--- src/rtl/seg_scan_pkg.sv ---
// rtl/seg_scan_pkg.sv - shared types and constants for the seg_scan_mux slice
package seg_scan_pkg;

    localparam int SEG_W = 7;
    localparam logic [SEG_W-1:0] SEG_OFF = 7'h00;
    localparam int DIM_W = 4;

    typedef enum logic [1:0] {
        MODE_OR    = 2'd0,
        MODE_PRIO  = 2'd1,
        MODE_SEL   = 2'd2,
        MODE_BLANK = 2'd3
    } mode_e;

    // Width of a channel selector; a single source still gets one bit.
    function automatic int sel_width(input int n);
        return (n > 1) ? $clog2(n) : 1;
    endfunction

endpackage

--- src/rtl/seg_compose.sv ---
// rtl/seg_compose.sv - combinational NUM_CH-to-1 segment merge for one digit
module seg_compose
    import seg_scan_pkg::*;
#(
    parameter int NUM_CH = 2,
    parameter int SEL_W  = 1
) (
    input  logic [NUM_CH*SEG_W-1:0] seg_in,
    input  mode_e                   mode,
    input  logic [SEL_W-1:0]        ch_sel,
    output logic [SEG_W-1:0]        seg_out
);

    logic [SEG_W-1:0] or_seg;
    logic [SEG_W-1:0] prio_seg;
    logic [SEG_W-1:0] sel_seg;

    // Walk from the highest channel down so the lowest nonzero one wins.
    always_comb begin
        or_seg   = SEG_OFF;
        prio_seg = SEG_OFF;
        sel_seg  = SEG_OFF;
        for (int c = NUM_CH - 1; c >= 0; c--) begin
            or_seg = or_seg | seg_in[c*SEG_W +: SEG_W];
            if (seg_in[c*SEG_W +: SEG_W] != SEG_OFF) begin
                prio_seg = seg_in[c*SEG_W +: SEG_W];
            end
            if (int'(ch_sel) == c) begin
                sel_seg = seg_in[c*SEG_W +: SEG_W];
            end
        end
    end

    always_comb begin
        seg_out = SEG_OFF;
        case (mode)
            MODE_OR:   seg_out = or_seg;
            MODE_PRIO: seg_out = prio_seg;
            MODE_SEL:  seg_out = sel_seg;
            default:   seg_out = SEG_OFF;
        endcase
    end

endmodule

--- src/rtl/seg_scan_mux.sv ---
// rtl/seg_scan_mux.sv - multi-channel 7-segment scan controller; optional SEG_SCAN_DIM_EN brightness gate
module seg_scan_mux
    import seg_scan_pkg::*;
#(
    parameter int NUM_DIGITS = 8,
    parameter int NUM_CH     = 2,
    parameter int SCAN_DIV   = 4096,
    parameter int BLANK_CYC  = 64,
    localparam int SEL_W     = sel_width(NUM_CH)
) (
    input  logic                           CLK,
    input  logic                           RST,
    input  logic [NUM_CH*NUM_DIGITS*7-1:0] ch_seg,
    input  logic [1:0]                     mode,
    input  logic [SEL_W-1:0]               ch_sel,
`ifdef SEG_SCAN_DIM_EN
    input  logic [DIM_W-1:0]               brightness,
`endif
    output logic [NUM_DIGITS-1:0]          com,
    output logic [SEG_W-1:0]               Segout,
    output logic                           frame_start
);

    localparam int PW = (SCAN_DIV > 1) ? $clog2(SCAN_DIV) : 1;
    localparam int IW = (NUM_DIGITS > 1) ? $clog2(NUM_DIGITS) : 1;

    logic [PW-1:0]                       presc_q, presc_d;
    logic [IW-1:0]                       idx_q, idx_d;
    logic [NUM_DIGITS-1:0][SEG_W-1:0]    buf_q, buf_d;
    logic                                load_pending_q, load_pending_d;
    logic [NUM_DIGITS-1:0]               com_q, com_d;
    logic [SEG_W-1:0]                    segout_q, segout_d;
    logic                                fs_q, fs_d;
    logic [NUM_DIGITS-1:0][SEG_W-1:0]    merged;
    logic                                tick;
    logic                                wrap;
    logic                                load;
    logic                                lit;

    for (genvar d = 0; d < NUM_DIGITS; d++) begin : g_dig
        logic [NUM_CH*SEG_W-1:0] dig_in;
        for (genvar c = 0; c < NUM_CH; c++) begin : g_ch
            assign dig_in[c*SEG_W +: SEG_W] = ch_seg[(c*NUM_DIGITS+d)*SEG_W +: SEG_W];
        end
        seg_compose #(
            .NUM_CH (NUM_CH),
            .SEL_W  (SEL_W)
        ) u_compose (
            .seg_in  (dig_in),
            .mode    (mode_e'(mode)),
            .ch_sel  (ch_sel),
            .seg_out (merged[d])
        );
    end

`ifdef SEG_SCAN_DIM_EN
    logic [DIM_W-1:0] dim_q, dim_d;
    logic [DIM_W-1:0] bright_q, bright_d;

    always_comb begin
        dim_d    = dim_q + 1'b1;
        bright_d = load ? brightness : bright_q;
        lit      = (dim_d < bright_d) || (bright_d == {DIM_W{1'b1}});
    end

    always_ff @(posedge CLK) begin
        if (!RST) begin
            dim_q    <= '0;
            bright_q <= '0;
        end else begin
            dim_q    <= dim_d;
            bright_q <= bright_d;
        end
    end
`else
    assign lit = 1'b1;
`endif

    // Outputs are computed from next-state values so a digit's common and the
    // index register always change on the same edge.
    always_comb begin
        tick           = (presc_q == PW'(SCAN_DIV - 1));
        wrap           = tick && (idx_q == IW'(NUM_DIGITS - 1));
        presc_d        = tick ? '0 : presc_q + 1'b1;
        idx_d          = idx_q;
        if (tick) begin
            idx_d = wrap ? '0 : idx_q + 1'b1;
        end
        load           = load_pending_q || wrap;
        load_pending_d = load_pending_q && !load;
        buf_d          = load ? merged : buf_q;
        fs_d           = load;
        com_d          = '1;
        segout_d       = SEG_OFF;
        if ((int'(presc_d) >= BLANK_CYC) && lit) begin
            com_d[idx_d] = 1'b0;
            segout_d     = buf_d[idx_d];
        end
    end

    always_ff @(posedge CLK) begin
        if (!RST) begin
            presc_q        <= '0;
            idx_q          <= '0;
            buf_q          <= '0;
            load_pending_q <= 1'b1;
            com_q          <= '1;
            segout_q       <= SEG_OFF;
            fs_q           <= 1'b0;
        end else begin
            presc_q        <= presc_d;
            idx_q          <= idx_d;
            buf_q          <= buf_d;
            load_pending_q <= load_pending_d;
            com_q          <= com_d;
            segout_q       <= segout_d;
            fs_q           <= fs_d;
        end
    end

    assign com         = com_q;
    assign Segout      = segout_q;
    assign frame_start = fs_q;

endmodule

--- config.mk ---
export PLATFORM = sky130hd
export DESIGN_NAME = seg_scan_mux
export DESIGN_NICKNAME = d
export VERILOG_FILES = /design/src/rtl/seg_scan_pkg.sv /design/src/rtl/seg_compose.sv /design/src/rtl/seg_scan_mux.sv
export SDC_FILE = /design/constraint.sdc
export NUM_CORES = 1
export LEC_CHECK = 0
export ABC_CLOCK_PERIOD_IN_PS = 2600
export CAP_MARGIN = 40
export CORE_MARGIN = 2
export CORE_UTILIZATION = 45
export DETAILED_ROUTE_END_ITERATION = 8
export GPL_TIMING_DRIVEN = 1
export PLACE_DENSITY = 0.86
export SETUP_SLACK_MARGIN = 0.15
export SYNTH_ARGS = -nofsm -noshare
export SYNTH_HDL_FRONTEND = slang
export SYNTH_HIERARCHICAL = 1
export SYNTH_SLANG_ARGS = --single-unit
--- constraint.sdc ---
create_clock -name CLK -period 2.6 [get_ports CLK]
set_input_delay 0.26 -clock CLK [delete_from_list [all_inputs] [get_ports CLK]]
set_output_delay 0.26 -clock CLK [all_outputs]
set_load 0.05 [all_outputs]
==> results of run 1 <==
## worst paths after layout
| check | start | end | slack, ns | cells past startpoint |
|---|---|---|---|---|
| setup / recovery | idx_q[0] | Segout[3] | 0.18 | 8 |
| setup reg to reg | idx_q[0] | Segout[3] | 0.18 | 8 |
| hold reg to reg | presc_q[0] | presc_q[0] | 0.46 | 1 |
| hold / removal | presc_q[0] | presc_q[0] | 0.46 | 1 |
## worst register-to-register path, delay by kind of cell (launching register included)
family | cells | cell delay (ns)
multiplexers | 2 | 0.66
flip-flops | 1 | 0.48
adder cells (fa/ha/maj) | 2 | 0.45
AO/OA/AOI/OAI | 2 | 0.39
buffers and inverters | 1 | 0.22
AND/OR/NAND/NOR | 1 | 0.09
## kinds of logic (layout without fill, tap and decap cells)
logic type               Yosys count  count (layout)
AO/OA/AOI/OAI                    163             163
XOR/XNOR                           9               9
adder cells (fa/ha/maj)            4               4
buffers and inverters             31             187
flip-flops                        88              88
multiplexers                      78              78
AND/OR/NAND/NOR                  206             206
## timing repair
item,in CTS,in global routing
setup endpoints to repair,7,7
endpoints found under the hold margin,0,0
pin swaps,3,2
resized for setup,13,10
buffers inserted,2,1
## final cells by class
cell class / instances / area [µm²]
clock buffer: 10 / 239
clock inverter: 6 / 68.8
fill: 884 / 4080
inverter: 10 / 37.5
multi-input combinational: 460 / 3480
sequential: 88 / 1780
tap: 143 / 179
timing repair buffer: 161 / 1600
## layout by cell type (no fill, tap or decap), types with 5 or more instances in the layout
cell,synthesis,routed
sky130_fd_sc_hd__clkdlybuf4s50_1,0,132
sky130_fd_sc_hd__dfxtp_1,88,82
sky130_fd_sc_hd__nand2_1,78,78
sky130_fd_sc_hd__nor2_1,71,71
sky130_fd_sc_hd__o21ai_0,59,59
sky130_fd_sc_hd__mux2i_1,57,56
sky130_fd_sc_hd__a2bb2oi_1,57,56
sky130_fd_sc_hd__buf_4,1,22
sky130_fd_sc_hd__mux4_2,21,21
sky130_fd_sc_hd__nand3_1,14,13
sky130_fd_sc_hd__or4_4,8,9
sky130_fd_sc_hd__nor2b_1,9,9
sky130_fd_sc_hd__inv_1,10,9
sky130_fd_sc_hd__clkbuf_16,0,9
sky130_fd_sc_hd__a31oi_1,8,8
sky130_fd_sc_hd__o41ai_4,8,8
sky130_fd_sc_hd__o21ai_1,8,8
sky130_fd_sc_hd__o22a_1,7,7
sky130_fd_sc_hd__xnor2_1,7,7
sky130_fd_sc_hd__a21oi_1,5,5
sky130_fd_sc_hd__buf_12,0,5
## power groups by stage
stage | sequential, mW | combinational [mW] | clock, mW
after floorplan | 1.47 | 0.398 | 0
after CTS | 1.45 | 0.751 | 1.32
final | 1.44 | 0.757 | 1.30
after global routing | 1.45 | 0.817 | 1.37
after global placement | 1.47 | 0.716 | 0
after detailed placement | 1.47 | 0.738 | 0
## through the flow
stage	utilization [%]	hold WS [ns]	setup TNS [ns]
final	64.5	0.463	0
after floorplan	-	0.382	0
after global routing	64.5	0.479	0
after CTS	64.1	0.485	0
after global placement	60.7	0.458	-0.0316
after detailed placement	60.7	0.476	-0.142
## layer usage
metal / GRT usage (%) / vias up / wire, µm
li1: - / 2474 / -
met4: 7.72 / 0 / 362
met1: 30.4 / 2437 / 6510
met5: 0 / - / 0
met2: 41.4 / 213 / 7270
met3: 4.97 / 35 / 981
## state kept, by name, indices dropped and copies added (netlist names)
| name | cells |
|---|---|
| buf_q | 56 |
| presc_q | 12 |
| com | 8 |
| Segout | 7 |
| idx_q | 3 |
| frame_start | 1 |
| load_pending_q | 1 |
==> results.txt, run 1 <==
For this design, the slowest cell found on the critical path is sky130_fd_sc_hd__dfxtp_1. The number of hold violations in the final report is 0. The synthesized design contains 0 enable-type register cells. The XOR/XNOR share of the synthesized area came out at under 10%. The worst setup path is launched from a flop. The relative contribution of sequential cells to total power came out at between 40% and 50%. The synthesized cell area came out at between 5000 and 6000 µm².

Counting every sink on the clock net gives 88. On the critical path the largest part of the delay comes from multiplexers. The number of buffers between clock root and the deepest sink is 2. The smallest setup slack after layout came out at around 0.18 ns.

For this run, the post-layout net count is ~850. The depth of the CTS H-tree came out at 3. The maximum fanout along the worst path came out at 22.

The weighted congestion reported at the end of routability-driven placement is approximately 0.86. The number of diodes added for antenna fixing is 0. The overall power after layout is 3.50 mW. The number of buffers inserted during clock tree synthesis is 9. The most frequent cell after synthesis is sky130_fd_sc_hd__dfxtp_1. The total congestion overflow is 0.

The top cell type by total area after synthesis is sky130_fd_sc_hd__dfxtp_1. The placeable core region is about 11,000 µm². For the worst setup path, the data required time is about 2.8 ns. The number of warnings issued by yosys came out at 6. The worst endpoint data arrival time came out at about 2.6 ns.

The count of port buffers added during placement is 132. By area, the combinational part of the netlist is dominated by compound AO/OA/AOI/OAI gates. In the synthesized netlist, mux cells make up about a fifth of the area.

The initial antenna violation count is 0. The first global-routing pass estimated ~25,000 µm of wire. The final critical-path required period came out at 2.42 ns. The critical path goes through ha_1, ha_2, nor2_1, mux2i_2, buf_12, mux4_2, a22oi_2, a31oi_1.

The max-slew headroom at the worst pin came out at 58.8%. The via count of the first global-routing pass came to 5,294. The area fraction of the dominant cell type after synthesis is about 33%. In this run, placement finished with an instance count of around 860.

The post-route netlist has between 10% and 20% of its cells at a drive strength greater than 1. The post-layout instance count excluding filler cells came out at ~880. The detail-routed net length per standard cell is ~17 µm. The setup-violating endpoint count in the final report came out at 0. Timing would allow up to 413 MHz. The combined buffer and inverter count along the critical path is 1. The maximum VDD drop is roughly 460 µV. The peak per-stage delay on the critical path is between 0.4 and 0.5 ns. The synthesized design contains 88 register bits.

The synthesized instance count is between 500 and 600. The sum of routed wire length over all layers came out at roughly 15,000 µm. The max-capacitance violation count is 0.

Averaged over all synthesized cells, the footprint is roughly 9 µm². Buffers inserted to repair hold after CTS numbered 0. The final route contains approximately 5.2k vias. The vias per cell is a little under 6. The primary flip-flop cell chosen by synthesis mapping is sky130_fd_sc_hd__dfxtp_1. The async set or reset register ratio after synthesis is 0%. Global routing used roughly a quarter of the available tracks across all layers. The count of nets left with antenna violations once routing finished came out at 0. The row count is 39. The synthesis-to-layout area growth came out at 39.1%. The compound-cell area share of the yosys netlist is approximately 24%. For this block, the initial DRC count from the detailed router was around 400.

The first detailed-routing pass took 7 iterations. The area of the die came out at 12,700 µm². The flow ran to the end, and the final reports show no timing, DRC or antenna violations. Sorting the synthesized cells by how often they occur yields sky130_fd_sc_hd__dfxtp_1, sky130_fd_sc_hd__nand2_1, sky130_fd_sc_hd__nor2_1. In this run the count of I/O pins placed on the die edge is 133. After synthesis, the cell types taking the most area are sky130_fd_sc_hd__dfxtp_1, sky130_fd_sc_hd__mux2i_1, sky130_fd_sc_hd__a2bb2oi_1. The die outline height is roughly 110 µm. The total count of max-transition violations in the final report came out at 0. Combinational logic burns between 20% and 30% of the power. The clock-pin slew on the worst setup and hold paths is ~0.07 ns. After synthesis, flip-flops and latches occupy about a third of the total area.

The leakage power figure came out at 2.94 nW. The maximum number of pins on one net before global-route repair is 36. The synthesized-area fraction occupied by and/or/nand/nor cells is 18.1%. The power density of the placed cells came out at approximately 470 nW/µm². The sum of net half-perimeters after detailed placement is around 11,000 µm. The transition time at the pin with the least slew margin came out at 0.619 ns. Net switching is about 26% of the power.

The category of the worst setup path capture point is a flop. Summing the areas of all fa, ha and maj instances in the mapped netlist gives less than 1% of the synthesized area. The placement-stage worst setup slack came out at -0.0375 ns. The tree is rooted in a sky130_fd_sc_hd__clkbuf_16. For the worst-skew pair, the clock arrives at the later sink with an insertion delay of 0.34 ns.

Across the routed clock network, the largest skew measured is 0.00684 ns. TritonCTS built the clock tree. The switching power is roughly 910 µW. The post-detailed-route DRC marker count came out at 0. The critical path in this run is classified as reg2reg.

The cell internal power dissipation came out at between 2 and 3 mW. Once the floorplan was initialized, standard cells occupied ~46% of the core. Summing all non-filler instances in the final layout gives an area of between 7000 and 8000 µm². In the finished design, the share of the clock period the worst path needs comes to 93.2%. In this run the worst hold path is classified as reg2reg. In this run, the clock network consumes 37.2% of the power. The synthesized netlist net count is 700.

Setup repair after global routing left no endpoint under its margin. The floorplan die width came out at 113 µm. The placed instances occupy a cell area of between 6000 and 7000 µm². The post-synthesis cell type count is 38.
Note: power is estimated with default switching activity, not from simulation.
==> inputs of run 2 (changes only) <==
--- a/config.mk
+++ b/config.mk
@@ -11,7 +11,7 @@
 export CORE_UTILIZATION = 45
 export DETAILED_ROUTE_END_ITERATION = 8
 export GPL_TIMING_DRIVEN = 1
-export PLACE_DENSITY = 0.86
+export PLACE_DENSITY_LB_ADDON = 0.3
 export SETUP_SLACK_MARGIN = 0.15
 export SYNTH_ARGS = -nofsm -noshare
 export SYNTH_HDL_FRONTEND = slang
==> run 2 against run 1 <==
Net effect:
- non-clock buffer count grew 10
- via count decreased by 0.70%
- highest routed layer unchanged
- sequential power is essentially flat
- clock-buffer cell count rose by 2
- sequential share of layout area decreased by 0.66 points
- final cell count grew 1.0%
- die area unchanged
- global-route usage shrank 0.73 points
- clock skew up 0.0016 ns
- clock power is 4% lower
==> results.txt, run 2 (synthesis results as in run 1) <==
The global-route met1 utilization is between 30% and 40%. The clock-pin slew on the worst setup and hold paths came out at about 0.060 ns. After detailed routing, the number of vias per cell comes to 5.78. In this run the critical register-to-register path is captured at Segout[4]. The total track usage came out at 23.4%. The analysis attributes to cell leakage a power of between 3 and 4 nW.

The final worst-path cycle share is between 90 and 100%. The number of cells in the design after placement came out at roughly 860. The global-route track usage on met3 is 2.81%. The startpoint identified for the worst hold timing path is buf_q[18]. The wire-length estimate of the detail-placed layout is approximately 11,000 µm. Leaving out fill and tap cells, the most frequent cell in the layout is sky130_fd_sc_hd__clkdlybuf4s50_1. At the pin with the least slew margin, the transition time is ~0.65 ns. In the final design database the tool counted around 860 nets. The via count came out at ~5.1k. Cells fill ~66% of the core in the end. The run finished with clean final reports.

The area of the die is between 10,000 and 15,000 µm². Setup slack on the critical path of the routed design comes to about 0.21 ns. The maximum number of pins on one net before global-route repair came out at 33. The final critical-path required period is about 2.4 ns. For this block, the initial DRC count from the detailed router was roughly 370. The depth of the CTS H-tree is 3.

The post-detailed-route DRC marker count came out at 0. The synthesis-to-layout area growth came out at 42.1%. The via count of the first global-routing pass is 5,107. The initial core utilization came out at a little under half. OpenSTA, run right after detailed placement, puts the worst setup slack at -0.0270 ns. The placed instances occupy a cell area of around 7000 µm². The number of clock sinks is between 80 and 90. The max-capacitance violation count is 0. The total overflow left after global routing is 0. The cell sitting at the root of the clock tree is a sky130_fd_sc_hd__clkbuf_16. Summing all non-filler instances in the final layout gives an area of about 7500 µm².

The register with the highest flop count is buf_q. Across the routed clock network, the largest skew measured is about 0.0085 ns. The first global-routing pass estimated approximately 25,000 µm of wire.

The flip-flop count of the largest register after layout came out at 56. The highest attainable clock frequency came out at about 420 MHz. Hold repair after CTS inserted 0 buffers. The floorplan die width came out at around 110 µm. Setup repair after global routing could not meet its margin everywhere. The setup slack of the worst register-to-register path came out at 0.21 ns. The maximum VDD drop came out at 344 µV. The placeable core region is about 11,000 µm².

The weighted congestion reported at the end of routability-driven placement is around 0.9. The top cell types in the final layout, fill and taps aside, are sky130_fd_sc_hd__clkdlybuf4s50_1, sky130_fd_sc_hd__dfxtp_1, sky130_fd_sc_hd__nand2_1, sky130_fd_sc_hd__nor2_1, sky130_fd_sc_hd__o21ai_0. The total count of max-transition violations in the final report is 0. The detailed-routing iteration count for the pre-antenna-repair pass is 5. The tightest hold path in the finished design has a slack of approximately 0.5 ns. The ratio of cells with drive above 1 in the final layout came out at 14.7%. The number of stages on the worst hold path is 2.

The element type at the critical path start is a flop. The worst-skew pair later-pin latency is between 0.3 and 0.4 ns. The die outline height is about 110 µm. Once layout is complete, the cells apart from fillers number about 890. The max-slew headroom at the worst pin is 56.9%.

The number of nets still failing antenna checks after routing is 0. The overall power after layout came out at approximately 3.5 mW. The sum of routed wire length over all layers came out at about 15,000 µm. The number of cell instances on the worst register-to-register path is 9. The floorplan has 39 rows. The count of port buffers added during placement is 132. The number of filler cells placed in the layout is around 880. The number of antenna diodes in the final layout is 0. The path class of the tightest hold or removal check is reg2reg.

The global-route met2 utilization is 41.8%. At the worst endpoint, the required time is roughly 2.8 ns. The maximum fanout along the worst path is 7. The initial antenna violation count came out at 0. The worst endpoint data arrival time is 2.59 ns. Dividing the detail-routed wire length by the instance count gives around 17 µm. The setup-violating endpoint count in the final report came out at 0. The number of hold violations in the final report is 0. TritonCTS built the clock tree. The power density of the placed cells came out at around 460 nW/µm². STA classifies the critical path endpoint as a flop. The layer flagged by global routing as most heavily used is met2.

In this run the count of I/O pins placed on the die edge is 133. The setup path with the least slack is of type reg2reg. The sum of negative setup slack is 0 ns. The number of buffers inserted during clock tree synthesis is 9. The worst register-to-register path begins at presc_q[1].

The number of buffers between clock root and the deepest sink came out at 2. The hold path endpoint is buf_q[18].
run 2: cell types whose count changed in the layout (fill, tap and decap cells not counted), moves of 3 or more:
cell,before,now
sky130_fd_sc_hd__dfxtp_1,82,86
sky130_fd_sc_hd__clkinv_4,3,0
sky130_fd_sc_hd__dfxtp_4,4,1
sky130_fd_sc_hd__buf_4,22,28
sky130_fd_sc_hd__clkbuf_16,9,12
run 2: where the power goes:
part,switching (mW),internal [mW]
Clock,0.484,0.764
Sequential,0.0310,1.41
Combinational,0.350,0.430
run 2: area by class of cell:
class                           count  area (µm²)  area share [%]
Multi-Input combinational cell    460        3500            46.3
Timing Repair Buffer              171        1780            23.6
Sequential cell                    88        1770            23.4
Clock buffer                       12         246            3.27
Tap cell                          143         179            2.37
Clock inverter                      3        42.5           0.564
Inverter                           10        37.5           0.497
run 2: worst max-delay path by stage:
stage / cells past startpoint / from / to
finish: 9 / presc_q[1] / Segout[4]
global route: 7 / presc_q[9] / Segout[6]
CTS: 9 / presc_q[1] / Segout[5]
detailed placement: 7 / ch_seg[51] / Segout[5]
global placement: 7 / ch_seg[51] / Segout[5]
floorplan: 8 / presc_q[0] / Segout[5]
run 2: repair_timing:
item	in CTS	in global routing
buffers inserted	2	8
pin swaps	1	3
endpoints found under the setup margin	7	7
cloned	1	3
resized for setup	2	15
run 2: critical path, cell delays in order (launching register included):
cell and delay, ns:
sky130_fd_sc_hd__dfxtp_4 0.36, sky130_fd_sc_hd__ha_4 0.14, sky130_fd_sc_hd__nand3_2 0.10, sky130_fd_sc_hd__nor4_4 0.26
sky130_fd_sc_hd__buf_4 0.19, sky130_fd_sc_hd__mux2i_4 0.38, sky130_fd_sc_hd__buf_12 0.18, sky130_fd_sc_hd__mux4_2 0.30
sky130_fd_sc_hd__a22oi_2 0.23, sky130_fd_sc_hd__a31oi_1 0.11
run 2: metal layers:
layer | wire, µm | vias to the layer above
met5 | 0 | -
met4 | 204 | 0
met3 | 917 | 15
met2 | 7800 | 190
met1 | 6530 | 2428
li1 | - | 2490
==> inputs of run 3 (changes only) <==
--- a/config.mk
+++ b/config.mk
@@ -7,6 +7,7 @@
 export LEC_CHECK = 0
 export ABC_CLOCK_PERIOD_IN_PS = 2600
 export CAP_MARGIN = 40
+export CORE_ASPECT_RATIO = 0.9
 export CORE_MARGIN = 2
 export CORE_UTILIZATION = 45
 export DETAILED_ROUTE_END_ITERATION = 8
==> run 3 against run 2 <==
Net effect:
- via count up 3.4%
- register-to-register slack worse by 0.02 ns
- worst setup slack worse by 0.017 ns
- maximum frequency down 0.69%
- critical endpoint is now Segout[5]
- largest cell class unchanged
==> results.txt, run 3 (synthesis results as in run 1) <==
The cell family contributing the most delay on the critical path is buffers and inverters. The worst register-to-register path has a depth of 11. The area of the die came out at around 13,000 µm². The highest attainable clock frequency is about 420 MHz. The worst setup path is of the reg2reg kind. The detailed-routing iteration count for the pre-antenna-repair pass came out at 6. The initial core utilization came out at between 40% and 50%. The top cell types in the final layout, fill and taps aside, are sky130_fd_sc_hd__clkdlybuf4s50_1, sky130_fd_sc_hd__dfxtp_1, sky130_fd_sc_hd__nand2_1, sky130_fd_sc_hd__nor2_1, sky130_fd_sc_hd__o21ai_0. The endpoint identified for the worst register-to-register timing path is Segout[5].

For this run, the slowest stage of the critical path takes between 0.5 and 0.6 ns. The ratio of cells with drive above 1 in the final layout came out at around 16%. The number of clock sinks is between 80 and 90. Signal routing reaches up to met4. The post-detailed-route DRC marker count is 0. The setup slack of the worst register-to-register path is between 0.15 and 0.2 ns. The vias per cell is approximately 5.8. The worst endpoint data arrival time is between 2 and 3 ns.

Dividing total power by cell area gives a power density of roughly 450 nW/µm². Setup repair after global routing could not meet its margin everywhere. Summed over all layers, the global routing overflow is 0. The number of buffers and inverters on the critical path is 4. The worst setup path is captured at a flop. The number of nets still failing antenna checks after routing is 0.

The number of stages on the worst hold path came out at 2. The sum of routed wire length over all layers came out at around 16,000 µm. The leakage power figure is roughly 3 nW.

The number of diodes added for antenna fixing is 0. The final net count came out at ~870. TritonCTS built the clock tree. The setup-violating endpoint count in the final report came out at 0. The total count of max-transition violations in the final report came out at 0. Once routing completed, OpenROAD measured the worst setup slack at slightly below 0.2 ns.

The sum of net half-perimeters after detailed placement is between 10,000 and 15,000 µm. IR analysis of the VDD net gives a maximum drop of between 300 and 400 µV. The detail-routed net length per standard cell is approximately 18 µm. The utilization after layout is between 60% and 70%. The worst endpoint required time is 2.80 ns.

The total track usage is roughly 25%. OpenSTA, run right after detailed placement, puts the worst setup slack at -0.0529 ns. The max-slew headroom at the worst pin is 60.6%. The via count of the first global-routing pass is between 5k and 6k. The worst-skew pair later-pin latency is 0.33 ns. Summed over all nets, wire length on met3 after detailed routing comes to 1190 µm. In this run the number of H-tree levels came out at 3.

For hold timing, the worst endpoint is buf_q[19]. The I/O pin count came out at between 100 and 150. In this design, the critical path's most frequently occurring cell is sky130_fd_sc_hd__buf_4.

In this run the critical register-to-register path is launched from presc_q[1]. Entering global routing, the biggest net connects 28 pins. The class of the tightest hold or removal check is reg2reg. The initial antenna violation count was 0. The routed layout has 5,298 vias. The final critical-path required period is 2.40 ns. The weighted congestion reported at the end of routability-driven placement is about 0.96. The floorplan step set the die height to 107 µm. The number of hold violations in the final report is 0.

The element type at the critical path start is a flop. Leaving out fill and tap cells, the most frequent cell in the layout is sky130_fd_sc_hd__clkdlybuf4s50_1. The flip-flop count of the largest register after layout is 56. After floorplanning, the core was sized to cover ~11,000 µm².

The row count came out at 37. After clock tree synthesis, the clock-pin slew on the worst setup and hold paths is 0.06 ns. The transition time at the pin with the least slew margin came out at about 0.59 ns. Ranked by flip-flop count, first place goes to buf_q.

The synthesis-to-layout area growth is 43.9%. The final worst-path cycle share came out at between 90 and 100%. Along the worst path, the maximum fanout reaches 7. The flow ran to the end, and the final reports show no timing, DRC or antenna violations.

The number of DRC markers after the initial detailed-route iteration came out at 313. Counting the buffers created by CTS gives 9. The met1 wire length came out at roughly 7100 µm. The startpoint of the worst hold path is buf_q[19]. Walking the worst path, the cells encountered are ha_4, nand3_2, nor4_4, buf_4, buf_4, a21oi_4, buf_4, buf_12, mux4_2, a22oi_1, a31oi_1.

The floorplan die width came out at approximately 120 µm. CTS placed an instance of sky130_fd_sc_hd__clkbuf_16 at the clock tree root. The wire length of the first global-routing pass came out at 25,700 µm.

The max-capacitance violation count is 0. The count of port buffers added during placement is 132. The routed wire length on met2 came out at approximately 7500 µm.

The slowest cell on the critical path is sky130_fd_sc_hd__mux4_2. The worst setup skew after layout is approximately 0.0080 ns. The number of buffers between clock root and the deepest sink came out at 2.
==> run 3: cell types whose count changed in the layout (fill, tap and decap cells not counted), moves of 2 or more <==
cell                        change
sky130_fd_sc_hd__a22oi_2        -2
sky130_fd_sc_hd__nand2_1        -2
sky130_fd_sc_hd__nand3_2        -2
sky130_fd_sc_hd__a22oi_1        +2
sky130_fd_sc_hd__clkbuf_16      -2
sky130_fd_sc_hd__nand2_2        +2
sky130_fd_sc_hd__dfxtp_1        -4
sky130_fd_sc_hd__nand3_4        +2
sky130_fd_sc_hd__buf_4          +5
sky130_fd_sc_hd__dfxtp_2        +4
==> run 3: metrics by stage <==
stage / power, mW / cells / area, µm² / hold WS, ns / setup TNS [ns]
2_1_floorplan: 1.86 / 579 / 5320 / 0.382 / 0
3_3_place_gp: 2.19 / 872 / 7010 / 0.469 / -0.0173
3_5_place_dp: 2.22 / 873 / 7010 / 0.483 / -0.119
4_1_cts: 3.40 / 893 / 7440 / 0.497 / 0
5_1_grt: 3.55 / 908 / 7650 / 0.527 / 0
6_report: 3.43 / 908 / 7650 / 0.492 / 0
==> run 3: layout make-up <==
cell class | count | area, µm²
Inverter | 10 | 37.5
Tap cell | 156 | 195
Clock buffer | 12 | 256
Sequential cell | 88 | 1770
Multi-Input combinational cell | 460 | 3510
Clock inverter | 3 | 17.5
Fill cell | 909 | 3830
Timing Repair Buffer | 179 | 1860
==> run 3: how the worst max path moves through the flow <==
| stage | start | depth (start not counted) | slack, ns | end |
|---|---|---|---|---|
| floorplan | presc_q[0] | 8 | 0.17 | Segout[5] |
| global placement | ch_seg[2] | 7 | -0.02 | Segout[2] |
| detailed placement | ch_seg[2] | 7 | -0.05 | Segout[2] |
| CTS | presc_q[1] | 9 | 0.19 | Segout[6] |
| global route | presc_q[1] | 8 | 0.12 | Segout[5] |
| finish | presc_q[1] | 11 | 0.20 | Segout[5] |
==> run 3: layer usage <==
metal  GRT usage (%)  vias up
met2            41.8      253
met4            8.84        0
met1            32.1     2509
met5               0        -
li1                -     2517
met3            5.00       19
==> run 3: worst reg2reg max path, stage by stage (launching register included) <==
cell and delay, ns:
sky130_fd_sc_hd__dfxtp_4 0.36, sky130_fd_sc_hd__ha_4 0.17, sky130_fd_sc_hd__nand3_2 0.10, sky130_fd_sc_hd__nor4_4 0.04, sky130_fd_sc_hd__buf_4 0.14, sky130_fd_sc_hd__buf_4 0.13
sky130_fd_sc_hd__a21oi_4 0.20, sky130_fd_sc_hd__buf_4 0.16, sky130_fd_sc_hd__buf_12 0.13, sky130_fd_sc_hd__mux4_2 0.52, sky130_fd_sc_hd__a22oi_1 0.22, sky130_fd_sc_hd__a31oi_1 0.10
==> run 3: where the power goes <==
| part | internal, mW | switching, mW | leakage, nW |
|---|---|---|---|
| Combinational | 0.443 | 0.355 | 2.22 |
| Sequential | 1.41 | 0.0312 | 0.723 |
| Clock | 0.691 | 0.495 | 0.134 |
==> run 3: timing repair <==
item | in CTS | in global routing
setup buffers | 2 | 14
resized for setup | 9 | 17
setup endpoints to repair | 7 | 9
gates cloned | 3 | 1
hold buffers | 0 | 0
pin swaps | 2 | 2
